## src/rtl/uart_loader_pkg.sv

```systemverilog
// Shared types and constants for the UART program loader.
package uart_loader_pkg;

  typedef enum logic [1:0] {R_IDLE, R_START, R_DATA, R_STOP} rx_state_e;
  typedef enum logic [1:0] {L_IDLE, L_LOAD, L_WRITE, L_DONE} ld_state_e;

  localparam logic [31:0] EOP_WORD_DEFAULT = 32'h0000_0FFF;
  localparam int          BYTES_PER_WORD   = 4;

endpackage

```

## src/rtl/uart_prog_loader_if.sv

```systemverilog
// Instruction-memory write port: the loader drives it as master, the ICCM is the slave.
interface uart_prog_loader_if #(
  parameter int ADDR_WIDTH = 32
);
  logic                  req;
  logic                  we;
  logic [ADDR_WIDTH-1:0] addr;
  logic [31:0]           wdata;
  logic [3:0]            be;
  logic                  gnt;

  modport master (output req, we, addr, wdata, be, input gnt);
  modport slave  (input req, we, addr, wdata, be, output gnt);
endinterface

```

## src/rtl/uart_rx_deser.sv

```systemverilog
// 8N1 UART receiver: 2-flop synchroniser, start/data/stop FSM, one-cycle byte strobe.
// start_o exists only when UART_LOADER_TIMEOUT_EN is defined.
module uart_rx_deser
  import uart_loader_pkg::*;
#(
  parameter int CLKS_PER_BIT = 10417
) (
  input  logic       clk_i,
  input  logic       rst_ni,
  input  logic       rx_i,
`ifdef UART_LOADER_TIMEOUT_EN
  output logic       start_o,
`endif
  output logic [7:0] byte_o,
  output logic       byte_valid_o,
  output logic       frame_err_o
);

  localparam int            CW        = $clog2(CLKS_PER_BIT);
  localparam logic [CW-1:0] BIT_LAST  = CW'(CLKS_PER_BIT - 1);
  localparam logic [CW-1:0] HALF_LAST = CW'(CLKS_PER_BIT / 2 - 1);

  rx_state_e     state_q;
  logic [1:0]    sync_q;
  logic          prev_q;
  logic [CW-1:0] cnt_q;
  logic [2:0]    bit_q;
  logic [7:0]    shift_q;
  logic          byte_valid_q;
  logic          frame_err_q;

  logic rx_s;
  logic start_edge;

  assign rx_s       = sync_q[1];
  assign start_edge = (state_q == R_IDLE) && prev_q && !rx_s;

  always_ff @(posedge clk_i) begin
    if (!rst_ni) begin
      // NOTE: synchroniser resets to the idle-high line level so reset release never looks like a start edge.
      sync_q       <= 2'b11;
      prev_q       <= 1'b1;
      state_q      <= R_IDLE;
      cnt_q        <= '0;
      bit_q        <= '0;
      shift_q      <= '0;
      byte_valid_q <= 1'b0;
      frame_err_q  <= 1'b0;
    end else begin
      // NOTE: every state register uses <= so all updates see the pre-edge values.
      sync_q       <= {sync_q[0], rx_i};
      prev_q       <= rx_s;
      byte_valid_q <= 1'b0;
      frame_err_q  <= 1'b0;
      case (state_q)
        R_IDLE: begin
          if (start_edge) begin
            state_q <= R_START;
            cnt_q   <= '0;
          end
        end
        R_START: begin
          if (cnt_q == HALF_LAST) begin
            cnt_q   <= '0;
            bit_q   <= '0;
            state_q <= rx_s ? R_IDLE : R_DATA;
          end else begin
            cnt_q <= cnt_q + 1'b1;
          end
        end
        R_DATA: begin
          if (cnt_q == BIT_LAST) begin
            cnt_q   <= '0;
            shift_q <= {rx_s, shift_q[7:1]};
            bit_q   <= bit_q + 1'b1;
            if (bit_q == 3'd7) state_q <= R_STOP;
          end else begin
            cnt_q <= cnt_q + 1'b1;
          end
        end
        R_STOP: begin
          if (cnt_q == BIT_LAST) begin
            cnt_q        <= '0;
            byte_valid_q <= rx_s;
            frame_err_q  <= !rx_s;
            state_q      <= R_IDLE;
          end else begin
            cnt_q <= cnt_q + 1'b1;
          end
        end
        default: state_q <= R_IDLE;
      endcase
    end
  end

`ifdef UART_LOADER_TIMEOUT_EN
  assign start_o = start_edge;
`endif
  assign byte_o       = shift_q;
  assign byte_valid_o = byte_valid_q;
  assign frame_err_o  = frame_err_q;

endmodule

```

## src/rtl/uart_prog_loader.sv

```systemverilog
// Boot-time program loader: UART bytes -> little-endian words -> ICCM writes, core held in reset until done.
// Optional idle-line timeout end-of-load enabled by defining UART_LOADER_TIMEOUT_EN.
module uart_prog_loader
  import uart_loader_pkg::*;
#(
  parameter int                    CLKS_PER_BIT = 10417,
  parameter int                    ADDR_WIDTH   = 32,
  parameter logic [ADDR_WIDTH-1:0] BASE_ADDR    = '0,
  parameter logic [31:0]           EOP_WORD     = EOP_WORD_DEFAULT
`ifdef UART_LOADER_TIMEOUT_EN
  ,
  parameter int                    TIMEOUT_CLKS = 2000000
`endif
) (
  input  logic                      clk_i,
  input  logic                      rst_ni,
  input  logic                      sel_i,
  input  logic                      uart_rx_i,
  uart_prog_loader_if.master        wr,
  output logic                      core_rst_no,
  output logic                      busy_o,
  output logic                      done_o,
  output logic                      err_o
);

  logic [7:0] rx_byte;
  logic       rx_valid;
  logic       rx_frame_err;

  ld_state_e             ld_state_q;
  logic [1:0]            byte_cnt_q;
  logic [23:0]           asm_q;
  logic                  req_q;
  logic [ADDR_WIDTH-1:0] addr_q;
  logic [31:0]           wdata_q;
  logic                  busy_q;
  logic                  done_q;
  logic                  core_rst_n_q;
  logic                  err_q;

  logic        accepting;
  logic        word_valid;
  logic [31:0] word_d;

`ifdef UART_LOADER_TIMEOUT_EN
  localparam int TW = $clog2(TIMEOUT_CLKS + 1);
  logic          rx_start;
  logic [TW-1:0] tmo_cnt_q;
  logic          wrote_q;
  logic          timeout;
  assign timeout = wrote_q && (tmo_cnt_q == TW'(TIMEOUT_CLKS));
`endif

  uart_rx_deser #(
    .CLKS_PER_BIT(CLKS_PER_BIT)
  ) u_rx (
    .clk_i       (clk_i),
    .rst_ni      (rst_ni),
    .rx_i        (uart_rx_i),
`ifdef UART_LOADER_TIMEOUT_EN
    .start_o     (rx_start),
`endif
    .byte_o      (rx_byte),
    .byte_valid_o(rx_valid),
    .frame_err_o (rx_frame_err)
  );

  // Bytes are only taken while a load is active; the 4th byte completes a word.
  assign accepting  = (ld_state_q == L_LOAD) || (ld_state_q == L_WRITE);
  assign word_valid = accepting && rx_valid && (byte_cnt_q == 2'(BYTES_PER_WORD - 1));
  assign word_d     = {rx_byte, asm_q};

  always_ff @(posedge clk_i) begin
    if (!rst_ni) begin
      ld_state_q   <= L_IDLE;
      byte_cnt_q   <= '0;
      asm_q        <= '0;
      req_q        <= 1'b0;
      addr_q       <= BASE_ADDR;
      wdata_q      <= '0;
      busy_q       <= 1'b0;
      done_q       <= 1'b0;
      core_rst_n_q <= 1'b0;
      err_q        <= 1'b0;
`ifdef UART_LOADER_TIMEOUT_EN
      tmo_cnt_q    <= '0;
      wrote_q      <= 1'b0;
`endif
    end else begin
      if (accepting && rx_valid) begin
        byte_cnt_q <= byte_cnt_q + 1'b1;
        asm_q      <= {rx_byte, asm_q[23:8]};
      end
      if (accepting && rx_frame_err) err_q <= 1'b1;
`ifdef UART_LOADER_TIMEOUT_EN
      if (rx_start)                              tmo_cnt_q <= '0;
      else if (tmo_cnt_q != TW'(TIMEOUT_CLKS))   tmo_cnt_q <= tmo_cnt_q + 1'b1;
`endif
      case (ld_state_q)
        L_IDLE: begin
          if (sel_i) begin
            ld_state_q <= L_LOAD;
            busy_q     <= 1'b1;
          end else begin
            ld_state_q   <= L_DONE;
            done_q       <= 1'b1;
            core_rst_n_q <= 1'b1;
          end
        end
        L_LOAD: begin
          if (word_valid) begin
            if (word_d == EOP_WORD) begin
              ld_state_q   <= L_DONE;
              busy_q       <= 1'b0;
              done_q       <= 1'b1;
              core_rst_n_q <= 1'b1;
            end else begin
              wdata_q    <= word_d;
              req_q      <= 1'b1;
              ld_state_q <= L_WRITE;
            end
          end
`ifdef UART_LOADER_TIMEOUT_EN
          else if (timeout) begin
            ld_state_q   <= L_DONE;
            busy_q       <= 1'b0;
            done_q       <= 1'b1;
            core_rst_n_q <= 1'b1;
            if (byte_cnt_q != 2'd0) err_q <= 1'b1;
          end
`endif
        end
        L_WRITE: begin
          // A word completing while the write is still pending is an overrun and is dropped.
          if (word_valid) err_q <= 1'b1;
          if (wr.gnt) begin
            req_q      <= 1'b0;
            addr_q     <= addr_q + ADDR_WIDTH'(4);
            ld_state_q <= L_LOAD;
`ifdef UART_LOADER_TIMEOUT_EN
            wrote_q    <= 1'b1;
`endif
          end
        end
        L_DONE:  ;
        default: ld_state_q <= L_IDLE;
      endcase
    end
  end

  assign wr.req      = req_q;
  assign wr.we       = req_q;
  assign wr.addr     = addr_q;
  assign wr.wdata    = wdata_q;
  assign wr.be       = 4'hF;
  assign core_rst_no = core_rst_n_q;
  assign busy_o      = busy_q;
  assign done_o      = done_q;
  assign err_o       = err_q;

endmodule

```

## src/flat_wrapper.sv

```systemverilog
// flat-port wrapper written by rule: the top's interface ports become plain ports
module uart_prog_loader_flat import uart_loader_pkg::*;
#(
  parameter int                    CLKS_PER_BIT = 10417,
  parameter int                    ADDR_WIDTH   = 32,
  parameter logic [ADDR_WIDTH-1:0] BASE_ADDR    = '0,
  parameter logic [31:0]           EOP_WORD     = EOP_WORD_DEFAULT

)
  (clk_i, rst_ni, sel_i, uart_rx_i, core_rst_no, busy_o, done_o, err_o, wr_req, wr_we, wr_addr, wr_wdata, wr_be, wr_gnt);
  uart_prog_loader_if #(.ADDR_WIDTH(ADDR_WIDTH)) wr_i ();
  input  logic clk_i;
  input  logic rst_ni;
  input  logic sel_i;
  input  logic uart_rx_i;
  output logic core_rst_no;
  output logic busy_o;
  output logic done_o;
  output logic err_o;
  output wire logic [$bits(wr_i.req)-1:0] wr_req;
  output wire logic [$bits(wr_i.we)-1:0] wr_we;
  output wire logic [$bits(wr_i.addr)-1:0] wr_addr;
  output wire logic [$bits(wr_i.wdata)-1:0] wr_wdata;
  output wire logic [$bits(wr_i.be)-1:0] wr_be;
  input wire logic [$bits(wr_i.gnt)-1:0] wr_gnt;
  assign wr_req = wr_i.req;
  assign wr_we = wr_i.we;
  assign wr_addr = wr_i.addr;
  assign wr_wdata = wr_i.wdata;
  assign wr_be = wr_i.be;
  assign wr_i.gnt = wr_gnt;
  uart_prog_loader #(.CLKS_PER_BIT(CLKS_PER_BIT), .ADDR_WIDTH(ADDR_WIDTH), .BASE_ADDR(BASE_ADDR), .EOP_WORD(EOP_WORD)) u_core (.clk_i(clk_i), .rst_ni(rst_ni), .sel_i(sel_i), .uart_rx_i(uart_rx_i), .wr(wr_i), .core_rst_no(core_rst_no), .busy_o(busy_o), .done_o(done_o), .err_o(err_o));
endmodule
```

## config.mk

```make
export PLATFORM = sky130hd
export DESIGN_NAME = uart_prog_loader_flat
export DESIGN_NICKNAME = d
export VERILOG_FILES = /design/src/rtl/uart_loader_pkg.sv /design/src/rtl/uart_prog_loader_if.sv /design/src/rtl/uart_rx_deser.sv /design/src/rtl/uart_prog_loader.sv /design/src/flat_wrapper.sv
export SDC_FILE = /design/constraint.sdc
export NUM_CORES = 1
export LEC_CHECK = 0
export CAP_MARGIN = 20
export CORE_MARGIN = 2
export CORE_UTILIZATION = 51
export CTS_CLUSTER_DIAMETER = 50
export DETAILED_ROUTE_END_ITERATION = 16
export GPL_TIMING_DRIVEN = 0
export PLACE_DENSITY = 0.75
export SYNTH_ARGS = -nofsm -noshare
export SYNTH_HDL_FRONTEND = slang
export SYNTH_SLANG_ARGS = --single-unit
```

## constraint.sdc

```tcl
create_clock -name clk_i -period 6.9 [get_ports clk_i]
set_clock_uncertainty 0.15 [all_clocks]
set_input_delay 1.035 -clock clk_i [delete_from_list [all_inputs] [get_ports clk_i]]
set_output_delay 1.035 -clock clk_i [all_outputs]
set_load 0.02 [all_outputs]
```

==> results of run 1 <==
## metrics by stage
| step | worst slack, ns | hold WS [ns] |
|---|---|---|
| after floorplan | 4.44 | 0.236 |
| after global placement | 3.58 | 0.252 |
| after global routing | 3.76 | 0.293 |
| final | 3.98 | 0.263 |
| after detailed placement | 3.53 | 0.250 |
| after CTS | 3.99 | 0.264 |
## registers in the layout, indices dropped and copies added (netlist names), 2 cells and up, named ones only
| name | count |
|---|---|
| u_core.u_rx.cnt_q | 14 |
| u_core.u_rx.byte_o | 8 |
| u_core.u_rx.bit_q | 3 |
| u_core.asm_q | 24 |
| u_core.byte_cnt_q | 2 |
| u_core.wr.wdata | 32 |
| u_core.u_rx.sync_q | 2 |
| u_core.ld_state_q | 2 |
| u_core.wr.addr | 30 |
## Yosys cell counts, types with 7 or more instances
master	number	area, µm²
nor3_1	10	50.1
nand2b_1	10	62.6
nand3_1	24	120
a31oi_1	9	56.3
inv_1	17	63.8
o21ai_0	9	45.0
buf_4	8	60.1
clkbuf_1	23	86.3
dfxtp_1	126	2520
nor2_1	77	289
mux2i_1	49	490
nor4_1	7	43.8
ha_1	10	125
xnor2_1	19	166
nand2_1	93	349
nand4_1	16	100
a21oi_1	41	205
## worst max-delay path, stage by stage
cell	delay (ns)
clkdlybuf4s50_1	0.53
inv_1	0.11
or2_0	0.24
o2bb2ai_1	0.61
clkbuf_1	0.41
nand4_1	0.13
mux2i_1	0.15
## worst max path at each step
stage | slack, ns | from | depth (start not counted) | to
floorplan | 4.44 | wr_gnt | 6 | u_core.wr.addr[24]$_SDFFE_PN0P_
global placement | 3.58 | rst_ni | 7 | u_core.u_rx.cnt_q[10]$_SDFFE_PN0P_
detailed placement | 3.53 | rst_ni | 7 | u_core.u_rx.cnt_q[10]$_SDFFE_PN0P_
CTS | 3.99 | rst_ni | 7 | u_core.u_rx.cnt_q[10]$_SDFFE_PN0P_
global route | 3.76 | rst_ni | 7 | u_core.u_rx.cnt_q[10]$_SDFFE_PN0P_
finish | 3.98 | rst_ni | 7 | u_core.u_rx.cnt_q[10]$_SDFFE_PN0P_
## area by class of cell
cell class | instances | share of cell area
Timing Repair Buffer | 72 | 0.104
Clock inverter | 12 | 0.0164
Sequential cell | 126 | 0.363
Clock buffer | 20 | 0.0627
Inverter | 17 | 0.00919
Multi-Input combinational cell | 449 | 0.386
Buffer | 40 | 0.0344
Tap cell | 136 | 0.0245
## report_power, final
part,switching [mW],total (mW),internal (mW)
combinational,0.0883,0.143,0.0544
clock,0.329,0.819,0.489
sequential,0.0105,0.750,0.739
## logic make-up (layout without fill, tap and decap cells)
kind of cell / Yosys count / in the layout / synth area share
and+or+nand+nor: 278 / 278 / 0.244
xor gates and xnor gates: 24 / 24 / 0.0383
other: 2 / 6 / 0.00137
DFF: 126 / 126 / 0.459
buffers and inverters: 57 / 161 / 0.0551
muxes: 49 / 49 / 0.0893
AOI/OAI and AO/OA: 82 / 82 / 0.0898
adders and majority gates: 10 / 10 / 0.0228
## per-layer routing
layer / vias to the layer above / track usage / part of all wire
li1: 2352 / - / -
met1: 2257 / 0.304 / 0.46
met2: 150 / 0.392 / 0.48
met3: 18 / 0.0502 / 0.050
met4: 0 / 0.0833 / 0.015
met5: - / 0 / 0
==> qor.yml, run 1 <==
status: "finished, final reports clean"
die_h_um: 108
port_buffers: 72
setup_viol: 0
vias: 4777
cp_data_arrival_time_ns: 3.21
drtAntennaViolNets: 0
synthToLayoutAreaGrowth_pct: 26.5
ff2ff_path_depth: 7
cts_tree: "built"
syn_inst: 628
insertion_delay_ns: 0.52
dp_hpwl_um: 9090
grt_pass1_vias: 4555
worst_slew_pin_slew_ns: 0.753
grt_pass1_wl_um: 21700
fin_util: 0.670
p_per_area_nw_per_um2: 246
final_cell_mix: "126 x dfxtp_1, 93 x nand2_1, 77 x nor2_1"
period_needed_ns: 2.92
grt_usage: 0.236
synth_area_per_cell_um2: 8.74
globalRouteOverflowTotal: 0
nets: 738
synth_edf_count: 0
placedCellCount: 840
vdd_drop_max_mv: 0.160
p_total_mw: 1.71
wl_per_cell_um: 14.9
relSlewSlack: 0.498
cts_resized: 0
max_clock_freq_mhz: 342
seq_area_um2: 2520
cts_made_buffers: 17
required_ns: 7.19
die_w_um: 108
placed_cell_area_um2: 6400
postCtsSetupRepairBufs: 0
hp-class: "flop to flop"
timing.final.crit_share: 0.424
multiInputGateArea_um2: 2680
ys_seq_area_frac: 0.459
via_per_inst: 5.48
synth_warnings: 0
num_antenna_cells: 0
crit_type: "primary input to flop"
start_util: 0.530
grt_max_degree: 17
clock_path_buffers: 2
rsz0062_at_grt: "no"
final_common_cell: "dfxtp_1"
cts_hold_buf: 0
ios: 79
firstDrtPassIters: 4
endpoint_kind: "flop"
dieArea_um2: 11600
synthArstFlopShare: 0
leakagePower_nw: 2.68
drcViolationCount: 0
core-area_um2: 10400
cp_max_fo: 10
cts_max_level: 4
cp-start-kind: "primary input"
rows: 37
hold_violations: 0
routed_wl_um: 13000
reg2reg_setup_slack_ns: 4.43
clkTransAtPathRegs_ns: 0.06
r2r_start: "u_core.u_rx.cnt_q[5]$_SDFFE_PN0P_"
clockRootBuffer: "clkbuf_8"
dr.first_iter.drc_count: 207
crit-reg2reg-capture: "u_core.u_rx.cnt_q[10]$_SDFFE_PN0P_"
min_from: "u_core.u_rx.sync_q[0]$_SDFF_PN1_"
fin_area_um2: 6950
synth.distinct_cells: 55
whs_path_depth: 1
fin_cells: 872
slew_violations: 0
clkSinkCount: 126
netlist_area_um2: 5490
grt_antenna_before_repair: 0
gp_congestion: 0.853
drive_gt1_frac: 0.0625
maxCapViolations: 0
tns_ns: 0
synth.ff_latch_count: 126
hold-path-endpoint: "u_core.u_rx.sync_q[1]$_SDFF_PN1_"
ys.flop_type: "dfxtp_1"
fill_cells: 833
Note: power is estimated with default switching activity, not from simulation.
==> inputs of run 2 (changes only) <==
CORE_UTILIZATION = 49   (was 51)
PLACE_DENSITY = 0.76   (was 0.75)
clock period = 2.4 ns   (was 6.9 ns; I/O delays follow)
==> run 2 against run 1 <==
Compared with the run above:
- sequential share of layout area fell by 0.63 points
- hold slack got worse by 0.0058 ns
- first-iteration DRC count rose by 48%
- sequential power increased to 2.9 times the previous value
- power grew to 2.9 times the previous value
- clock power grew to 2.9 times the previous value
- via count grew 0.86%
- wire length grew 2.6%
- setup slack got worse by 4.0 ns
- core utilization fell by 2.0 points
- the run now ends with setup timing left
==> qor.yml, run 2 (synthesized netlist as in run 1, its figures left out) <==
dieArea_um2: 12100  # +3.9%
endpoint_kind: "flop"
setup_viol: 11  # +11
cts_made_buffers: 17  # unchanged
multiInputGateArea_um2: 2740  # +2.3%
clockRootBuffer: "clkbuf_8"
crit_type: "flop to flop"
cp_data_arrival_time_ns: 2.69  # -0.52 ns
hold_violations: 0  # unchanged
clock_path_buffers: 2  # unchanged
reg2reg_setup_slack_ns: -0.04  # -4.47 ns
drcViolationCount: 0  # unchanged
grt_max_degree: 17  # unchanged
die_h_um: 110  # +1.9%
timing.final.crit_share: 1.02
fin_area_um2: 7080  # +1.9%
grt_pass1_vias: 4450  # -2.3%
gp_congestion: 0.830  # -2.7%
via_per_inst: 5.49  # +0.17%
cts_tree: "built"
insertion_delay_ns: 0.52  # about the same
synthToLayoutAreaGrowth_pct: 28.9
fill_cells: 873  # +4.8%
fin_cells: 878  # +0.69%
grt_antenna_before_repair: 0  # unchanged
clkSinkCount: 126  # unchanged
start_util: 0.504  # -0.0252
dr.first_iter.drc_count: 306  # +48%
slowest_delay_ns: 0.55  # -0.06 ns
routed_wl_um: 13300  # +2.6%
status: "complete, but fails checks"
fin_util: 0.650  # -0.0196
crit_buf_inv: 2  # -1
seq_area_um2: 2530  # +0.15%
cp_max_fo: 5  # -5
setup_ws_ns: -0.0404  # -4.02 ns
relSlewSlack: 0.584  # +0.0864
cp-start-kind: "flop"
grt_usage: 0.225  # -0.0115
rows: 38  # +2.7%
num_antenna_cells: 0  # unchanged
wl_per_cell_um: 15.1  # +1.9%
drtAntennaViolNets: 0  # unchanged
leakagePower_nw: 2.72  # +1.5%
vias: 4818  # +0.86%
crit_chain: "or4_4 > or4_4 > o21bai_4 > buf_8 > buf_12 > mux2i_4 > nor2_1"
maxCapViolations: 0  # unchanged
vdd_drop_max_mv: 0.439  # +170%
final_common_cell: "dfxtp_1"
globalRouteOverflowTotal: 0  # unchanged
cp_common_cell: "or4_4"
placedCellCount: 844  # +0.48%
slew_violations: 0  # unchanged
cts_hold_buf: 0  # unchanged
port_buffers: 72  # unchanged
core-area_um2: 10900  # +5.0%
grt_pass1_wl_um: 21100  # -2.6%
max_clock_freq_mhz: 410
nets: 740  # +0.27%
cp_top_family: "simple AND/OR/NAND/NOR gates"
crit_slowest_cell: "or4_4"
placed_cell_area_um2: 6400  # about the same
cts_max_level: 4  # unchanged
dp_slack_ns: -0.327  # -3.86 ns
die_w_um: 110  # +1.9%
final_cell_mix: "123 x dfxtp_1, 93 x nand2_1, 77 x nor2_1"
largest_reg_flops: 32  # unchanged
firstDrtPassIters: 5  # +1
clkTransAtPathRegs_ns: 0.06  # about the same
p_per_area_nw_per_um2: 701  # +180%
drive_gt1_frac: 0.0881  # +0.0256
ios: 79  # unchanged
rsz0062_at_grt: "yes"
worst_slew_pin_slew_ns: 0.619  # -0.134 ns
required_ns: 2.65  # -4.54 ns
violations: "setup timing"
dp_hpwl_um: 9070  # -0.21%
period_needed_ns: 2.44
hp-class: "primary input to flop"
## run 2: cell count changes in the layout (fill, tap and decap cells not counted), sizes merged
cell      change
buf           +2
clkinvlp      +1
clkinv        -1
inv           -2
clkbuf        +2
## run 2: final timing paths
path,start,end,depth (start not counted)
setup reg to reg,u_core.u_rx.byte_o[6]$_SDFFE_PN0P_,u_core.wr.wdata[14]$_SDFFE_PN0P_,7
setup / recovery,u_core.u_rx.byte_o[6]$_SDFFE_PN0P_,u_core.wr.wdata[14]$_SDFFE_PN0P_,7
hold / removal,uart_rx_i,u_core.u_rx.sync_q[0]$_SDFF_PN1_,2
hold reg to reg,u_core.u_rx.sync_q[0]$_SDFF_PN1_,u_core.u_rx.sync_q[1]$_SDFF_PN1_,1
## run 2: power breakdown
group | internal (mW) | leakage (nW) | switching [mW] | total (mW)
clock network | 1.48 | 0.277 | 0.920 | 2.40
logic | 0.156 | 1.43 | 0.254 | 0.411
registers | 2.13 | 1.02 | 0.0297 | 2.16
total | 3.76 | 2.72 | 1.20 | 4.96
## run 2: area by class of cell
class | instances | area share
multi-input cells | 449 | 0.387
flip-flops and latches | 126 | 0.357
repair buffers | 75 | 0.107
clock buffers | 22 | 0.0668
plain buffers | 39 | 0.0355
well taps | 140 | 0.0247
clock inverters | 10 | 0.0124
inverters | 17 | 0.00901
## run 2: timing repair
item | in CTS | in global routing
gates resized for setup | 7 | 18
pin swaps | 0 | 2
buffers inserted | 1 | 1
endpoints found under the setup margin | 40 | 77
cloned | 0 | 1
## run 2: metrics by stage
| step | hold WS [ns] | setup TNS, ns | power, mW |
|---|---|---|---|
| 4_1_cts | 0.256 | -0.0191 | 4.97 |
| 2_1_floorplan | 0.236 | 0 | 2.48 |
| 3_5_place_dp | 0.246 | -4.80 | 2.60 |
| 6_report | 0.257 | -0.161 | 4.96 |
| 5_1_grt | 0.265 | -1.63 | 5.12 |
| 3_3_place_gp | 0.252 | -2.81 | 2.58 |
## run 2: routing by layer
| layer | routed length [µm] | track usage | vias to the layer above |
|---|---|---|---|
| li1 | - | - | 2344 |
| met4 | 240 | 0.0868 | 0 |
| met2 | 6380 | 0.358 | 149 |
| met5 | 0 | 0 | - |
| met1 | 6020 | 0.294 | 2301 |
| met3 | 657 | 0.0528 | 24 |
==> inputs of run 3 (changes only) <==
clock period = 2.05 ns   (was 2.4 ns; I/O delays follow)
==> run 3 against run 2 <==
Compared with the run above:
- the run still ends with setup timing left
- power up 25%
- final cell count increased by 1.1%
- via count is 3.9% higher
- final area is 7.4% higher
- sequential cell count unchanged
- sequential share of layout area down 2.2 points
- critical endpoint is now u_core.wr.wdata[22]$_SDFFE_PN0P_
- hold slack got worse by 0.053 ns
- critical path depth did not move
- die area unchanged
- wire length up 12%
==> qor.yml, run 3 (synthesized netlist as in run 1, its figures left out) <==
timing.hold.ws_ns: 0.204  # -0.0527 ns
nets: 752  # +1.6%
final_common_cell: "dfxtp_1"
start_util: 0.504  # unchanged
rows: 38  # unchanged
synthToLayoutAreaGrowth_pct: 38.4
cts_max_level: 4  # unchanged
cp_max_fo: 7  # +2
vias: 5008  # +3.9%
p_per_area_nw_per_um2: 816  # +16%
firstDrtPassIters: 5  # unchanged
p_seq_frac: 0.410  # -0.024
slew_violations: 0  # unchanged
grt_max_degree: 17  # unchanged
dp_hpwl_um: 9420  # +3.9%
grt_antenna_before_repair: 0  # unchanged
grt_pass1_vias: 4754  # +6.8%
clkSinkCount: 126  # unchanged
required_ns: 2.30  # -0.35 ns
cts_hold_buf: 0  # unchanged
p_sw_mw: 1.43  # +19%
vdd_drop_max_mv: 0.539  # +23%
insertion_delay_ns: 0.53  # about the same
max_clock_freq_mhz: 421  # +2.6%
leakagePower_nw: 3.24  # +19%
power_frac_comb: 0.094  # +0.011
die_w_um: 110  # unchanged
core-area_um2: 10900  # unchanged
clock_path_buffers: 2  # unchanged
power.internal_mw: 4.77  # +27%
endpoint_kind: "flop"
cp-start-kind: "flop"
clkTransAtPathRegs_ns: 0.06  # about the same
maxCapViolations: 0  # unchanged
relSlewSlack: 0.595  # +0.0101
period_needed_ns: 2.38  # -0.0626 ns
final_cell_mix: "115 x dfxtp_1, 90 x nand2_1, 75 x nor2_1"
crit_type: "flop to flop"
setup_viol: 36  # +25
p_clk_frac: 0.496  # +0.013
seq_area_um2: 2540  # +0.59%
wl_per_cell_um: 16.8  # +11%
routed_wl_um: 14900  # +12%
dr.first_iter.drc_count: 342  # +12%
drive_gt1_frac: 0.159  # +0.0710
drtAntennaViolNets: 0  # unchanged
clockRootBuffer: "clkbuf_8"
drcViolationCount: 0  # unchanged
tns_ns: -10.16  # -10.00 ns
num_antenna_cells: 0  # unchanged
dp_slack_ns: -0.617  # -0.290 ns
hold_violations: 0  # unchanged
grt_pass1_wl_um: 23000  # +8.9%
grt_usage: 0.246  # +0.0217
port_buffers: 72  # unchanged
fin_util: 0.698  # +0.0478
timing.final.crit_share: 1.16  # +0.143
rsz0062_at_grt: "yes"
cts_tree: "built"
worst_slew_pin_slew_ns: 0.608  # -0.0105 ns
largest_reg_flops: 32  # unchanged
ios: 79  # unchanged
hp-class: "primary input to flop"
violations: "setup timing"
fill_cells: 788  # -9.7%
gp_congestion: 0.845  # +1.8%
status: "complete, but fails checks"
via_per_inst: 5.64  # +2.8%
globalRouteOverflowTotal: 0  # unchanged
cp_data_arrival_time_ns: 2.63  # -0.06 ns
setup_ws_ns: -0.328  # -0.287 ns
multiInputGateArea_um2: 2990  # +9.1%
die_h_um: 110  # unchanged
swShare: 0.231  # -0.0121
cts_made_buffers: 17  # unchanged
dieArea_um2: 12100  # unchanged
[run 3: what timing repair did]
item                                   4_1_cts  5_1_grt
pin swaps                                    9       12
gates cloned                                 2        4
endpoints found under the hold margin        0        0
gates resized for setup                     46       64
setup endpoints to repair                  102      113
buffers inserted                            11        2
[run 3: path summary, 6_finish.rpt]
kind / slack [ns] / cells past startpoint / start / endpoint
worst max-delay path: -0.33 / 7 / u_core.u_rx.byte_o[0]$_SDFFE_PN0P_ / u_core.wr.wdata[22]$_SDFFE_PN0P_
worst min-delay path: 0.20 / 2 / uart_rx_i / u_core.u_rx.sync_q[0]$_SDFF_PN1_
worst max register to register: -0.33 / 7 / u_core.u_rx.byte_o[0]$_SDFFE_PN0P_ / u_core.wr.wdata[22]$_SDFFE_PN0P_
worst min register to register: 0.28 / 1 / u_core.u_rx.sync_q[0]$_SDFF_PN1_ / u_core.u_rx.sync_q[1]$_SDFF_PN1_
[run 3: power groups by stage]
stage | Sequential (mW) | Combinational [mW] | Clock [mW]
after floorplan | 2.59 | 0.320 | 0
after global placement | 2.57 | 0.450 | 0
after detailed placement | 2.58 | 0.474 | 0
after CTS | 2.53 | 0.509 | 3.09
after global routing | 2.55 | 0.631 | 3.20
final | 2.54 | 0.580 | 3.08
[run 3: layout make-up]
class,instances,share of cell area
clock buffers,25,0.0663
inverters,17,0.00872
multi-input cells,450,0.394
well taps,140,0.0230
flip-flops and latches,126,0.334
clock inverters,5,0.0135
repair buffers,90,0.126
plain buffers,35,0.0342
[run 3: layer usage]
| layer | global-route usage | share of wire | vias up |
|---|---|---|---|
| li1 | - | - | 2377 |
| met1 | 0.305 | 0.42 | 2412 |
| met2 | 0.421 | 0.50 | 191 |
| met3 | 0.0539 | 0.062 | 28 |
| met4 | 0.0859 | 0.014 | 0 |
| met5 | 0 | 0 | - |
[run 3: worst max-delay path, cell delays in order, from the launching register on]
cell,delay [ns]
dfxtp_2,0.32
or4_4,0.53
or4_4,0.52
o21bai_4,0.15
buf_12,0.17
clkbuf_16,0.16
mux2i_1,0.20
nor2_1,0.05
[run 3: per-stage QoR]
step	instances	total power, mW	instance area, µm²
2_1_floorplan	632	2.91	5530
4_1_cts	885	6.13	7280
6_report	888	6.20	7600
3_3_place_gp	844	3.02	6420
5_1_grt	888	6.38	7600
3_5_place_dp	844	3.05	6420
